==> src/rtl/i2c_codec_responder.sv <==
// i2c_codec_responder: write-only I2C target model of the codec control port; decodes 3-byte frames into a register file.
// Optional feature macro: I2C_RESP_GLITCH_FILTER_EN (3-sample majority filter on SCL/SDA after the synchronizer).
module i2c_codec_responder #(
    parameter logic [6:0] DEV_ADDR  = 7'h1A,
    parameter int         NUM_REGS  = 16,
    parameter logic [6:0] RESET_REG = 7'h0F
) (
    input  logic       clk,
    input  logic       reset,
    input  logic       i2c_sclk,
    input  logic       i2c_sdat_in,
    output logic       i2c_sdat_oe,
    output logic       reg_wr_valid,
    output logic [6:0] reg_wr_addr,
    output logic [8:0] reg_wr_data,
    input  logic [3:0] rd_addr,
    output logic [8:0] rd_data,
    output logic       busy,
    output logic       frame_err,
    output logic [3:0] state_dbg
);

    localparam int         AW         = $clog2(NUM_REGS);
    localparam logic [6:0] NUM_REGS_W = 7'(NUM_REGS);

    typedef enum logic [3:0] {
        S_IDLE    = 4'd0,
        S_ADDR    = 4'd1,
        S_ACK_A   = 4'd2,
        S_BYTE_HI = 4'd3,
        S_ACK_H   = 4'd4,
        S_BYTE_LO = 4'd5,
        S_ACK_L   = 4'd6,
        S_DONE    = 4'd7,
        S_IGNORE  = 4'd8
    } state_t;

    state_t     state;
    logic [1:0] scl_sync;
    logic [1:0] sda_sync;
    logic       scl_f;
    logic       sda_f;
    logic       scl_q;
    logic       sda_q;
    logic [7:0] shreg;
    logic [3:0] bit_cnt;
    logic [6:0] reg_addr;
    logic       data_hi;
    logic [7:0] data_lo;
    logic [8:0] file_q [NUM_REGS];

    // Synchronizer flops reset to the idle-bus level so reset release never fakes a START/STOP.
    always_ff @(posedge clk or negedge reset) begin
        if (!reset) begin
            scl_sync <= 2'b11;
            sda_sync <= 2'b11;
        end else begin
            scl_sync <= {scl_sync[0], i2c_sclk};
            sda_sync <= {sda_sync[0], i2c_sdat_in};
        end
    end

`ifdef I2C_RESP_GLITCH_FILTER_EN
    logic [1:0] scl_hist;
    logic [1:0] sda_hist;

    always_ff @(posedge clk or negedge reset) begin
        if (!reset) begin
            scl_hist <= 2'b11;
            sda_hist <= 2'b11;
            scl_f    <= 1'b1;
            sda_f    <= 1'b1;
        end else begin
            scl_hist <= {scl_hist[0], scl_sync[1]};
            sda_hist <= {sda_hist[0], sda_sync[1]};
            scl_f    <= (scl_sync[1] & scl_hist[0]) | (scl_sync[1] & scl_hist[1]) | (scl_hist[0] & scl_hist[1]);
            sda_f    <= (sda_sync[1] & sda_hist[0]) | (sda_sync[1] & sda_hist[1]) | (sda_hist[0] & sda_hist[1]);
        end
    end
`else
    assign scl_f = scl_sync[1];
    assign sda_f = sda_sync[1];
`endif

    always_ff @(posedge clk or negedge reset) begin
        if (!reset) begin
            scl_q <= 1'b1;
            sda_q <= 1'b1;
        end else begin
            scl_q <= scl_f;
            sda_q <= sda_f;
        end
    end

    logic scl_rise;
    logic scl_fall;
    logic start_det;
    logic stop_det;
    logic shifting;
    logic mid_frame;

    assign scl_rise  = scl_f & ~scl_q;
    assign scl_fall  = ~scl_f & scl_q;
    assign start_det = scl_f & scl_q & sda_q & ~sda_f;
    assign stop_det  = scl_f & scl_q & ~sda_q & sda_f;
    assign shifting  = state inside {S_ADDR, S_BYTE_HI, S_BYTE_LO, S_DONE};
    // A START/STOP anywhere between address and commit throws a frame away.
    assign mid_frame = state inside {S_ADDR, S_ACK_A, S_BYTE_HI, S_ACK_H, S_BYTE_LO, S_ACK_L};
    assign state_dbg = state;

    always_ff @(posedge clk or negedge reset) begin
        if (!reset) begin
            state        <= S_IDLE;
            shreg        <= '0;
            bit_cnt      <= '0;
            reg_addr     <= '0;
            data_hi      <= 1'b0;
            data_lo      <= '0;
            i2c_sdat_oe  <= 1'b0;
            reg_wr_valid <= 1'b0;
            reg_wr_addr  <= '0;
            reg_wr_data  <= '0;
            busy         <= 1'b0;
            frame_err    <= 1'b0;
            for (int i = 0; i < NUM_REGS; i++) file_q[i] <= '0;
        end else begin
            reg_wr_valid <= 1'b0;
            if (start_det) begin
                if (mid_frame) frame_err <= 1'b1;
                state       <= S_ADDR;
                bit_cnt     <= '0;
                i2c_sdat_oe <= 1'b0;
                busy        <= 1'b1;
            end else if (stop_det) begin
                if (mid_frame) frame_err <= 1'b1;
                state       <= S_IDLE;
                bit_cnt     <= '0;
                i2c_sdat_oe <= 1'b0;
                busy        <= 1'b0;
            end else if (scl_rise) begin
                if (shifting && bit_cnt != 4'd8) begin
                    shreg   <= {shreg[6:0], sda_f};
                    bit_cnt <= bit_cnt + 4'd1;
                end
            end else if (scl_fall) begin
                // Byte states act on the fall ending bit 0; ACK states act on the fall ending the ACK slot.
                case (state)
                    S_ADDR: begin
                        if (bit_cnt == 4'd8) begin
                            bit_cnt <= '0;
                            if (shreg[7:1] == DEV_ADDR && !shreg[0]) begin
                                i2c_sdat_oe <= 1'b1;
                                state       <= S_ACK_A;
                            end else begin
                                if (shreg[7:1] == DEV_ADDR) frame_err <= 1'b1;
                                state <= S_IGNORE;
                            end
                        end
                    end
                    S_ACK_A: begin
                        i2c_sdat_oe <= 1'b0;
                        state       <= S_BYTE_HI;
                    end
                    S_BYTE_HI: begin
                        if (bit_cnt == 4'd8) begin
                            bit_cnt  <= '0;
                            reg_addr <= shreg[7:1];
                            data_hi  <= shreg[0];
                            if (shreg[7:1] < NUM_REGS_W || shreg[7:1] == RESET_REG) begin
                                i2c_sdat_oe <= 1'b1;
                                state       <= S_ACK_H;
                            end else begin
                                frame_err <= 1'b1;
                                state     <= S_IGNORE;
                            end
                        end
                    end
                    S_ACK_H: begin
                        i2c_sdat_oe <= 1'b0;
                        state       <= S_BYTE_LO;
                    end
                    S_BYTE_LO: begin
                        if (bit_cnt == 4'd8) begin
                            bit_cnt     <= '0;
                            data_lo     <= shreg;
                            i2c_sdat_oe <= 1'b1;
                            state       <= S_ACK_L;
                        end
                    end
                    S_ACK_L: begin
                        i2c_sdat_oe  <= 1'b0;
                        state        <= S_DONE;
                        reg_wr_valid <= 1'b1;
                        reg_wr_addr  <= reg_addr;
                        reg_wr_data  <= {data_hi, data_lo};
                        if (reg_addr == RESET_REG) begin
                            for (int i = 0; i < NUM_REGS; i++) file_q[i] <= '0;
                        end else begin
                            file_q[reg_addr[AW-1:0]] <= {data_hi, data_lo};
                        end
                    end
                    S_DONE: begin
                        if (bit_cnt == 4'd8) begin
                            bit_cnt   <= '0;
                            frame_err <= 1'b1;
                            state     <= S_IGNORE;
                        end
                    end
                    default: ;
                endcase
            end
        end
    end

    always_ff @(posedge clk or negedge reset) begin
        if (!reset) rd_data <= '0;
        else        rd_data <= file_q[rd_addr];
    end

endmodule
==> config.mk <==
export PLATFORM = sky130hd
export DESIGN_NAME = i2c_codec_responder
export DESIGN_NICKNAME = d
export VERILOG_FILES = /design/src/rtl/i2c_codec_responder.sv
export SDC_FILE = /design/constraint.sdc
export NUM_CORES = 1
export LEC_CHECK = 0
export ABC_AREA = 1
export CAP_MARGIN = 30
export CORE_MARGIN = 2
export CORE_UTILIZATION = 30
export DETAILED_ROUTE_END_ITERATION = 10
export GPL_TIMING_DRIVEN = 0
export PLACE_DENSITY = 0.42
export SLEW_MARGIN = 20
export SYNTH_ARGS = -nofsm -noshare
export SYNTH_HDL_FRONTEND = slang
export SYNTH_SLANG_ARGS = --single-unit
==> constraint.sdc <==
create_clock -name clk -period 2.7 [get_ports clk]
set_clock_uncertainty 0.15 [all_clocks]
set_input_delay 0.54 -clock clk [delete_from_list [all_inputs] [get_ports clk]]
set_output_delay 0.54 -clock clk [all_outputs]
set_load 0.1 [all_outputs]
==> impl_metrics.py <==
metrics = {
    "finish": {
        "n_antenna_cell": 0,
        "fin_cells": 1519,
        "layout_commonest_cell": "dfrtp_1",
        "syn_to_final_growth_pct": 17.3,
        "final_cell_mix": "dfrtp_1 (205), inv_1 (180), nand2_1 (147)",
        "drive_gt1_frac": 0.104,
        "nets": 1115,
    },
    "grt": {
        "overflow": 0,
        "antenna_found_initial": 0,
        "grt_pass1_vias": 7993,
        "track_usage": 0.197,
        "grt_max_degree": 91,
        "grt_first_pass_wirelength_microns": 50300,
    },
    "sta": {
        "drv_slew": 0,
        "fin_crit_sh": 0.982,
        "setup_viol": 0,
        "rsz0062_at_grt": "no",
        "slew_headroom": 0.347,
        "hold_viol": 0,
        "fmax_mhz": 377,
        "worst_pin_slew_ns": 0.983,
        "period_needed_ns": 2.65,
    },
    "die": {
        "dieWidth_microns": 184,
        "rows": 65,
        "initial_utilization": 0.306,
        "core_area_sq_um": 31700,
        "ioPinCount": 41,
        "fp.dieH_microns": 184,
        "dieArea_sq_um": 33900,
    },
    "routing": {
        "wl_per_cell_microns": 21.5,
        "drcViolationCount": 0,
        "drtAntennaViolNets": 0,
        "vias": 7707,
        "drtIter0Drc": 510,
        "drt-total-wl_microns": 32600,
        "firstDrtPassIters": 5,
        "vias_per_cell": 5.07,
    },
    "yosys": {
        "yosys_register_bits": 211,
        "synth_edf_count": 0,
        "syn_nets": 1049,
        "yosys_warnings": 0,
        "yosysTopAreaCell": "dfrtp_1",
        "ys_async_sr_fraction": 1.00,
        "synth_area_sq_um": 9720,
        "synth_top_area_frac": 0.528,
        "ys_seq_area_frac": 0.544,
        "synthDistinctLibCells": 35,
        "synth_area_per_cell_sq_um": 9.39,
        "netlist_top_cells_area": "dfrtp_1 (53%), o22ai_1 (8.0%), inv_1 (7.0%)",
        "synthFlopType": "dfrtp_1",
        "synth_cells": 1035,
    },
    "placement": {
        "port_buffers": 36,
        "dpl.hpwl_microns": 22400,
        "post-place-cells": 1475,
        "globalplace.congestion": 0.806,
    },
    "run": {
        "cap_violations": 0,
    },
    "setup_path": {
        "crit_path_max_fanout": 1,
        "worst_setup_path_start_kind": "flop",
        "worstSetupPathType": "reg -> out",
        "cp-startpoint": "rd_data[2]$_DFF_PN0_",
        "cp_num_buf_inv": 1,
        "worst-path-stages": 1,
        "worstSetupEndpoint": "rd_data[2]",
        "crit_slowest_cell": "clkdlybuf4s50_1",
        "r2r_start": "scl_sync[1]$_DFF_PN1_",
        "cp_top_family": "buffers and inverters",
        "crit_required_ns": 2.01,
        "reg2reg_depth": 9,
        "r2r_slack_ns": 0.35,
        "rr_endpoint": "file_q[6]$_DFFE_PN0P_",
        "cp.arrival_ns": 1.96,
        "cpPeakStageDelay_ns": 1.12,
        "crit_chain": "clkdlybuf4s50_1",
        "crit_path_end_kind": "primary output",
    },
    "hold_path": {
        "min_path_type": "reg -> reg",
    },
    "power_and_ir_drop": {
        "p_leak_uw": 0.00515,
        "peakVddDrop_mv": 0.413,
        "power_density_nw_per_um2": 626,
        "finalPower_uw": 7130,
    },
    "clock_network": {
        "clk_latency_ns": 0.52,
        "cts_htree_levels": 1,
        "cts_root_buffer": "clkbuf_16",
        "cts_max_path_buffers": 3,
        "clkSinkCount": 211,
        "post_cts_buffers": 0,
        "tritoncts": "built",
        "cts.clk_slew.worst_paths_ns": 0.06,
        "cts_buffers": 25,
    },
    "run_status": {
        "status": "finished clean",
    },
}
==> worst min-delay path by stage <==
stage | from | to | slack [ns] | cells after the start
after floorplan | reset | bit_cnt[0]$_DFFE_PN0P_ | 0.09 | 0
after global placement | scl_sync[0]$_DFF_PN1_ | scl_sync[1]$_DFF_PN1_ | 0.20 | 0
after detailed placement | scl_sync[0]$_DFF_PN1_ | scl_sync[1]$_DFF_PN1_ | 0.20 | 0
after CTS | scl_sync[0]$_DFF_PN1_ | scl_sync[1]$_DFF_PN1_ | 0.21 | 0
after global routing | scl_sync[0]$_DFF_PN1_ | scl_sync[1]$_DFF_PN1_ | 0.21 | 0
final | scl_sync[0]$_DFF_PN1_ | scl_sync[1]$_DFF_PN1_ | 0.21 | 0
==> through the flow <==
| step | area (sq um) | hold WS, ns | setup WS [ns] | TNS, ns | util |
|---|---|---|---|---|---|
| after CTS | 11400 | 0.206 | 0.0141 | 0 | 0.359 |
| after floorplan | 9720 | 0.0944 | 0.375 | 0 | - |
| final | 11400 | 0.206 | 0.0492 | 0 | 0.359 |
| after global placement | 10600 | 0.196 | -8.88 | -1850.71 | 0.334 |
| after global routing | 11400 | 0.208 | 0.000308 | 0 | 0.359 |
| after detailed placement | 10600 | 0.197 | 0.0746 | 0 | 0.336 |
==> repair_timing <==
action,4_1_cts,5_1_grt
hold endpoints to repair,44,0
hold buffers,1,0
setup endpoints to repair,24,5
resized for setup,24,5
==> kinds of logic (layout without fill, tap and decap cells) <==
group | after synthesis | count (layout) | share of synthesized area
and+or+nand+nor | 250 | 250 | 0.119
buffers and inverters | 232 | 314 | 0.0995
adders and majority gates | 6 | 6 | 0.00772
xor gates and xnor gates | 1 | 1 | 0.000901
DFF | 211 | 211 | 0.544
AOI/OAI and AO/OA | 335 | 335 | 0.229
==> routing by layer <==
| layer | GRT usage | share of wire |
|---|---|---|
| met5 | 0 | 0 |
| met4 | 0.0563 | 0.026 |
| met3 | 0.0210 | 0.034 |
| met2 | 0.314 | 0.45 |
| met1 | 0.284 | 0.49 |
==> sequential cells by signal, indices dropped and copies added (netlist names), 2 cells and up <==
name,count
shreg,8
data_lo,8
bit_cnt,4
reg_wr_data,9
scl_sync,2
file_q,144
reg_wr_addr,7
reg_addr,7
rd_data,9
state_dbg,4
sda_sync,2
==> power breakdown <==
group	total [uW]	switching [uW]	internal, uW
clock network	3180	1320	1860
registers	3260	40.5	3220
logic	686	540	147
total	7130	1900	5230
==> area by class of cell <==
cell class	instances	area [sq um]
well taps	402	503
clock buffers	40	742
clock inverters	3	17.5
repair buffers	39	413
fillers	3330	20300
inverters	184	691
flip-flops and latches	211	5290
plain buffers	48	277
multi-input cells	592	3470
==> synthesized netlist by cell type, types with 3 or more instances <==
cell      count
nor3_1        6
inv_2         3
o211ai_1     36
a21oi_4      15
nor2_1       25
o22ai_2      18
nand2_4       9
nand3_1      49
buf_1         4
o21ai_0      90
o22ai_1     124
buf_6        10
buf_2         5
inv_1       180
dfrtp_1     205
a21oi_1      51
dfstp_2       6
ha_1          6
clkbuf_1     27
nand2_1     147
Power figures use the tool's default switching activity.
